--- src/rtl/mul_div_unit.sv ---
`default_nettype none
// =============================================================================
// mul_div_unit: iterative N-cycle multiply / restoring divide with HI/LO results.
// Optional two's-complement support under macro MDU_SIGNED_EN.    Rev 1.0
// =============================================================================

module mul_div_unit #(
  parameter int inst_SIZE = 16
) (
  input  logic                 clk,
  input  logic                 rst_n,
  input  logic                 start,
  input  logic                 op_div,
  input  logic                 op_signed,
  input  logic [inst_SIZE-1:0] read_data_1,
  input  logic [inst_SIZE-1:0] read_data_2,
  output logic                 busy,
  output logic                 done,
  output logic                 div_by_zero,
  output logic [inst_SIZE-1:0] hi,
  output logic [inst_SIZE-1:0] lo
);

  localparam int N     = inst_SIZE;
  localparam int CNT_W = $clog2(N) + 1;
  localparam logic [CNT_W-1:0] LAST_CNT = CNT_W'(N - 1);

  typedef enum logic [1:0] {
    IDLE = 2'd0,
    CALC = 2'd1,
    FIX  = 2'd2,
    DONE = 2'd3
  } state_t;

  state_t           state_q, state_d;
  logic [CNT_W-1:0] cnt_q, cnt_d;
  logic [N-1:0]     a_q, a_d, b_q, b_d;
  logic [N-1:0]     hi_q, hi_d, lo_q, lo_d;
  logic             div_q, div_d, dz_q, dz_d;
  logic             busy_q, busy_d, done_q, done_d, dbz_q, dbz_d;

  logic [N-1:0]     mag1, mag2;

`ifdef MDU_SIGNED_EN
  logic             sgn_q, sgn_d, qneg_q, qneg_d, rneg_q, rneg_d;
  logic [2*N-1:0]   prod_neg;

  assign mag1     = (op_signed && read_data_1[N-1]) ? -read_data_1 : read_data_1;
  assign mag2     = (op_signed && read_data_2[N-1]) ? -read_data_2 : read_data_2;
  assign prod_neg = -{hi_q, lo_q};
`else
  logic unused_op_signed;
  assign unused_op_signed = op_signed;
  assign mag1 = read_data_1;
  assign mag2 = read_data_2;
`endif

  // The first iteration starts from the operands directly, so hi/lo are only
  // written while the unit is working.
  logic         first;
  logic [N-1:0] src_hi, src_lo;
  assign first  = (cnt_q == '0);
  assign src_hi = first ? '0 : hi_q;
  assign src_lo = first ? (div_q ? a_q : b_q) : lo_q;

  logic [N:0]   mul_sum;
  assign mul_sum = {1'b0, src_hi} + (src_lo[0] ? {1'b0, a_q} : '0);

  logic [N:0]   rem;
  logic         rem_ge;
  logic [N-1:0] rem_sub;
  assign rem     = {src_hi, src_lo[N-1]};
  assign rem_ge  = (rem >= {1'b0, b_q});
  assign rem_sub = rem[N-1:0] - b_q;

  logic [N-1:0] step_hi, step_lo;
  assign step_hi = div_q ? (rem_ge ? rem_sub : rem[N-1:0]) : mul_sum[N:1];
  assign step_lo = div_q ? {src_lo[N-2:0], rem_ge} : {mul_sum[0], src_lo[N-1:1]};

  always_comb begin
    state_d = state_q;
    cnt_d   = cnt_q;
    a_d     = a_q;
    b_d     = b_q;
    hi_d    = hi_q;
    lo_d    = lo_q;
    div_d   = div_q;
    dz_d    = dz_q;
    busy_d  = busy_q;
    done_d  = 1'b0;
    dbz_d   = dbz_q;
`ifdef MDU_SIGNED_EN
    sgn_d   = sgn_q;
    qneg_d  = qneg_q;
    rneg_d  = rneg_q;
`endif
    case (state_q)
      IDLE: begin
        if (start) begin
          state_d = CALC;
          busy_d  = 1'b1;
          dbz_d   = 1'b0;
          cnt_d   = '0;
          div_d   = op_div;
          dz_d    = op_div && (read_data_2 == '0);
          // A zero divisor returns the dividend untouched in hi.
          a_d     = (op_div && (read_data_2 == '0)) ? read_data_1 : mag1;
          b_d     = mag2;
`ifdef MDU_SIGNED_EN
          sgn_d   = op_signed;
          qneg_d  = op_signed && (read_data_1[N-1] ^ read_data_2[N-1]);
          rneg_d  = op_signed && read_data_1[N-1];
`endif
        end
      end
      CALC: begin
        if (dz_q) begin
          hi_d    = a_q;
          lo_d    = '1;
          dbz_d   = 1'b1;
          busy_d  = 1'b0;
          done_d  = 1'b1;
          state_d = DONE;
        end else begin
          hi_d  = step_hi;
          lo_d  = step_lo;
          cnt_d = cnt_q + 1'b1;
          if (cnt_q == LAST_CNT) begin
            state_d = DONE;
            busy_d  = 1'b0;
            done_d  = 1'b1;
`ifdef MDU_SIGNED_EN
            if (sgn_q) begin
              state_d = FIX;
              busy_d  = 1'b1;
              done_d  = 1'b0;
            end
`endif
          end
        end
      end
      FIX: begin
`ifdef MDU_SIGNED_EN
        if (!div_q && qneg_q) begin
          {hi_d, lo_d} = prod_neg;
        end
        if (div_q && qneg_q) begin
          lo_d = -lo_q;
        end
        if (div_q && rneg_q) begin
          hi_d = -hi_q;
        end
`endif
        state_d = DONE;
        busy_d  = 1'b0;
        done_d  = 1'b1;
      end
      DONE: begin
        state_d = IDLE;
      end
      default: begin
        state_d = IDLE;
        busy_d  = 1'b0;
      end
    endcase
  end

  always_ff @(posedge clk or negedge rst_n) begin
    if (!rst_n) begin
      state_q <= IDLE;
      cnt_q   <= '0;
      a_q     <= '0;
      b_q     <= '0;
      hi_q    <= '0;
      lo_q    <= '0;
      div_q   <= 1'b0;
      dz_q    <= 1'b0;
      busy_q  <= 1'b0;
      done_q  <= 1'b0;
      dbz_q   <= 1'b0;
`ifdef MDU_SIGNED_EN
      sgn_q   <= 1'b0;
      qneg_q  <= 1'b0;
      rneg_q  <= 1'b0;
`endif
    end else begin
      state_q <= state_d;
      cnt_q   <= cnt_d;
      a_q     <= a_d;
      b_q     <= b_d;
      hi_q    <= hi_d;
      lo_q    <= lo_d;
      div_q   <= div_d;
      dz_q    <= dz_d;
      busy_q  <= busy_d;
      done_q  <= done_d;
      dbz_q   <= dbz_d;
`ifdef MDU_SIGNED_EN
      sgn_q   <= sgn_d;
      qneg_q  <= qneg_d;
      rneg_q  <= rneg_d;
`endif
    end
  end

  assign busy        = busy_q;
  assign done        = done_q;
  assign div_by_zero = dbz_q;
  assign hi          = hi_q;
  assign lo          = lo_q;

endmodule

`default_nettype wire

--- config.mk ---
export PLATFORM = sky130hd
export DESIGN_NAME = mul_div_unit
export DESIGN_NICKNAME = d
export VERILOG_FILES = /design/src/rtl/mul_div_unit.sv
export SDC_FILE = /design/constraint.sdc
export NUM_CORES = 1
export LEC_CHECK = 0
export CAP_MARGIN = 10
export CORE_MARGIN = 1.5
export CORE_UTILIZATION = 62
export DETAILED_ROUTE_END_ITERATION = 10
export HOLD_SLACK_MARGIN = 0.03
export PLACE_DENSITY = 0.9
export REMOVE_ABC_BUFFERS = 1
export SETUP_SLACK_MARGIN = 0.1
export SLEW_MARGIN = 20
export SYNTH_ARGS = -nofsm -noshare
export SYNTH_HDL_FRONTEND = slang
export SYNTH_SLANG_ARGS = --single-unit
--- constraint.sdc ---
create_clock -name clk -period 9.9 [get_ports clk]
set_clock_uncertainty 0.1 [all_clocks]
set_input_delay 2.97 -clock clk [delete_from_list [all_inputs] [get_ports clk]]
set_output_delay 2.97 -clock clk [all_outputs]
set_load 0.005 [all_outputs]
==> flow_metrics.py <==
metrics = {
    "timing": {
        "relSlewSlack_pct": 36.8,
        "hold_viol": 0,
        "period_share_pct": 48.6,
        "finalSetupTns_ns": 0,
        "worst_pin_slew_ns": 0.947,
        "slew_viol_final": 0,
        "finalSetupViolations": 0,
        "fmax_ghz": 0.208,
        "min_period_ns": 4.81,
        "rsz0062_at_grt": "false",
    },
    "drt": {
        "firstDrtPassIters": 5,
        "wl_um": 17000,
        "antenna_left": 0,
        "wire_per_inst_um": 19.7,
        "viasPerCell": 6.55,
        "vias": 5663,
        "drt_iter0_markers": 395,
        "drc": 0,
    },
    "die": {
        "dieArea_um2": 10200,
        "rows": 35,
        "start_util_pct": 64.4,
        "dieWidth_um": 101,
        "ioPinCount": 72,
        "fp.coreArea_um2": 9280,
        "dieHeight_um": 101,
    },
    "clocking": {
        "cts-root-buf": "clkbuf_8",
        "cts_inserted_buffers": 9,
        "clock_path_buffers": 2,
        "post_cts_buffers": 0,
        "clock-sinks": 76,
        "insertion_delay_ns": 0.35,
        "ctsHoldBuffers": 0,
        "cts_tree": "yes",
        "post_cts_resized": 0,
        "htree_levels": 3,
        "clkSlewWorstSetupHoldPaths_ns": 0.09,
    },
    "placed_design": {
        "place_congestion": 0.955,
        "io_buffers": 70,
        "dp.final_hpwl_um": 12400,
    },
    "global_routing": {
        "grt_max_degree": 77,
        "grt_pass1_wl_um": 27400,
        "overflow": 0,
        "antenna_found_initial": 0,
        "grt_usage_pct": 34.6,
        "grt_pass1_vias": 5372,
    },
    "critical_path": {
        "reg2reg_from": "cnt_q[1]$_DFFE_PN0P_",
        "cp.required_ns": 6.83,
        "r2r-end": "hi[12]$_DFFE_PN0P_",
        "crit_path_end": "hi[2]",
        "cp_slowest_cell": "dfrtp_1",
        "crit_type": "flop to output port",
        "arrival_ns": 1.74,
        "cp-startpoint": "hi[2]$_DFFE_PN0P_",
        "endpoint_kind": "output port",
        "max_stage_delay_ns": 0.74,
        "path_buf_inv": 1,
        "critical_path.startpoint_type": "flop",
        "regToRegSetupSlack_ns": 5.49,
        "cp.depth": 1,
        "worstRegToRegCells": 14,
        "crit_family": "flip-flops",
        "crit_path_max_fanout": 18,
        "path_cells": "clkdlybuf4s50_1",
    },
    "cells_and_area": {
        "n_antenna_cell": 0,
        "seqCellArea_um2": 1900,
        "final_nets": 804,
        "multi_input_area_um2": 3810,
        "fill_cells": 686,
        "area_growth_pct": 16.3,
        "layout_common_cells": "76 x dfrtp_1, 69 x clkdlybuf4s50_1, 64 x a21oi_1",
        "drive_gt1_share_pct": 9.93,
        "layout_commonest_cell": "dfrtp_1",
    },
    "run_status": {
        "status": "finished, final reports clean",
    },
    "min_path": {
        "hp-start": "busy$_DFFE_PN0P_",
        "min_path_type": "flop to flop",
    },
    "yosys": {
        "ys_seq_area_share_pct": 31.8,
        "synth_area_um2": 5980,
        "synth_seq_cells": 76,
        "synth_cell_type_count": 69,
        "postSynthAreaPerCell_um2": 8.81,
        "async_flop_share_pct": 100,
        "ys_warn_count": 0,
        "synth_edf_count": 0,
        "synth_cells": 679,
        "ys.flop_type": "dfrtp_1",
    },
    "flow_run": {
        "maxCapViolations": 0,
    },
}
==> Yosys cell counts (13+ instances only) <==
master | number | area, µm²
and2_1 | 30 | 188
ha_1 | 36 | 450
inv_1 | 29 | 109
o21ai_0 | 36 | 180
nor2b_1 | 13 | 81.3
o21ai_1 | 15 | 75.1
nor2_1 | 42 | 158
a21oi_1 | 64 | 320
dfrtp_1 | 76 | 1900
nand2_1 | 52 | 195
xnor2_1 | 14 | 123
mux2i_1 | 14 | 140
clkbuf_1 | 27 | 101
mux2_2 | 33 | 372
==> routing by layer <==
metal,track usage [%],vias up,share of wire (%)
met2,54.7,317,46
met1,48.9,2721,43
met4,12.2,0,2.5
li1,-,2587,-
met5,0,-,0
met3,5.11,38,8.9
==> kinds of logic (layout without fill, tap and decap cells) <==
group	Yosys count	in the layout	synth area share [%]
buffers and inverters	67	123	4.60
AOI/OAI and AO/OA	214	214	22.9
and+or+nand+nor	205	205	17.8
adders and majority gates	37	37	7.86
muxes	54	54	11.2
xor gates and xnor gates	26	26	3.81
DFF	76	76	31.8
==> state kept, by name, summed over array words and instances (netlist names) <==
signal / count
busy: 1
dz_q: 1
state_q: 2
lo: 16
hi: 16
b_q: 16
done: 1
a_q: 16
cnt_q: 5
div_by_zero: 1
div_q: 1
==> worst min-delay path by stage <==
stage,endpoint,cells after the start
finish,busy$_DFFE_PN0P_,2
global route,busy$_DFFE_PN0P_,2
CTS,busy$_DFFE_PN0P_,2
detailed placement,busy$_DFFE_PN0P_,2
global placement,busy$_DFFE_PN0P_,2
floorplan,busy$_DFFE_PN0P_,2
==> through the flow <==
step                instances  instance area (µm²)  util (%)  setup slack [ns]  hold slack, ns
floorplan                 642                 5820         -              5.55           0.371
global placement          848                 6730      72.5              5.26           0.365
detailed placement        848                 6730      72.5              5.12           0.377
CTS                       864                 6960      74.9              5.12           0.398
global route              864                 6960      74.9              5.07           0.435
finish                    864                 6960      74.9              5.09           0.394
==> tightest hold or removal path, stage by stage, from the launching register on <==
cell	delay, ns
dfrtp_1	0.36
nand2_1	0.05
o21ai_0	0.06
==> layout make-up <==
class                      count  area share (%)
tap                          129            2.32
clock buffer                  10            1.83
inverter                      30            1.62
timing repair buffer          77            10.8
sequential                    76            27.3
multi-input combinational    536            54.7
clock inverter                 6            1.35
Power is not shown: default switching activity piles up to over one toggle a cycle in this logic, so the estimate is an artifact.
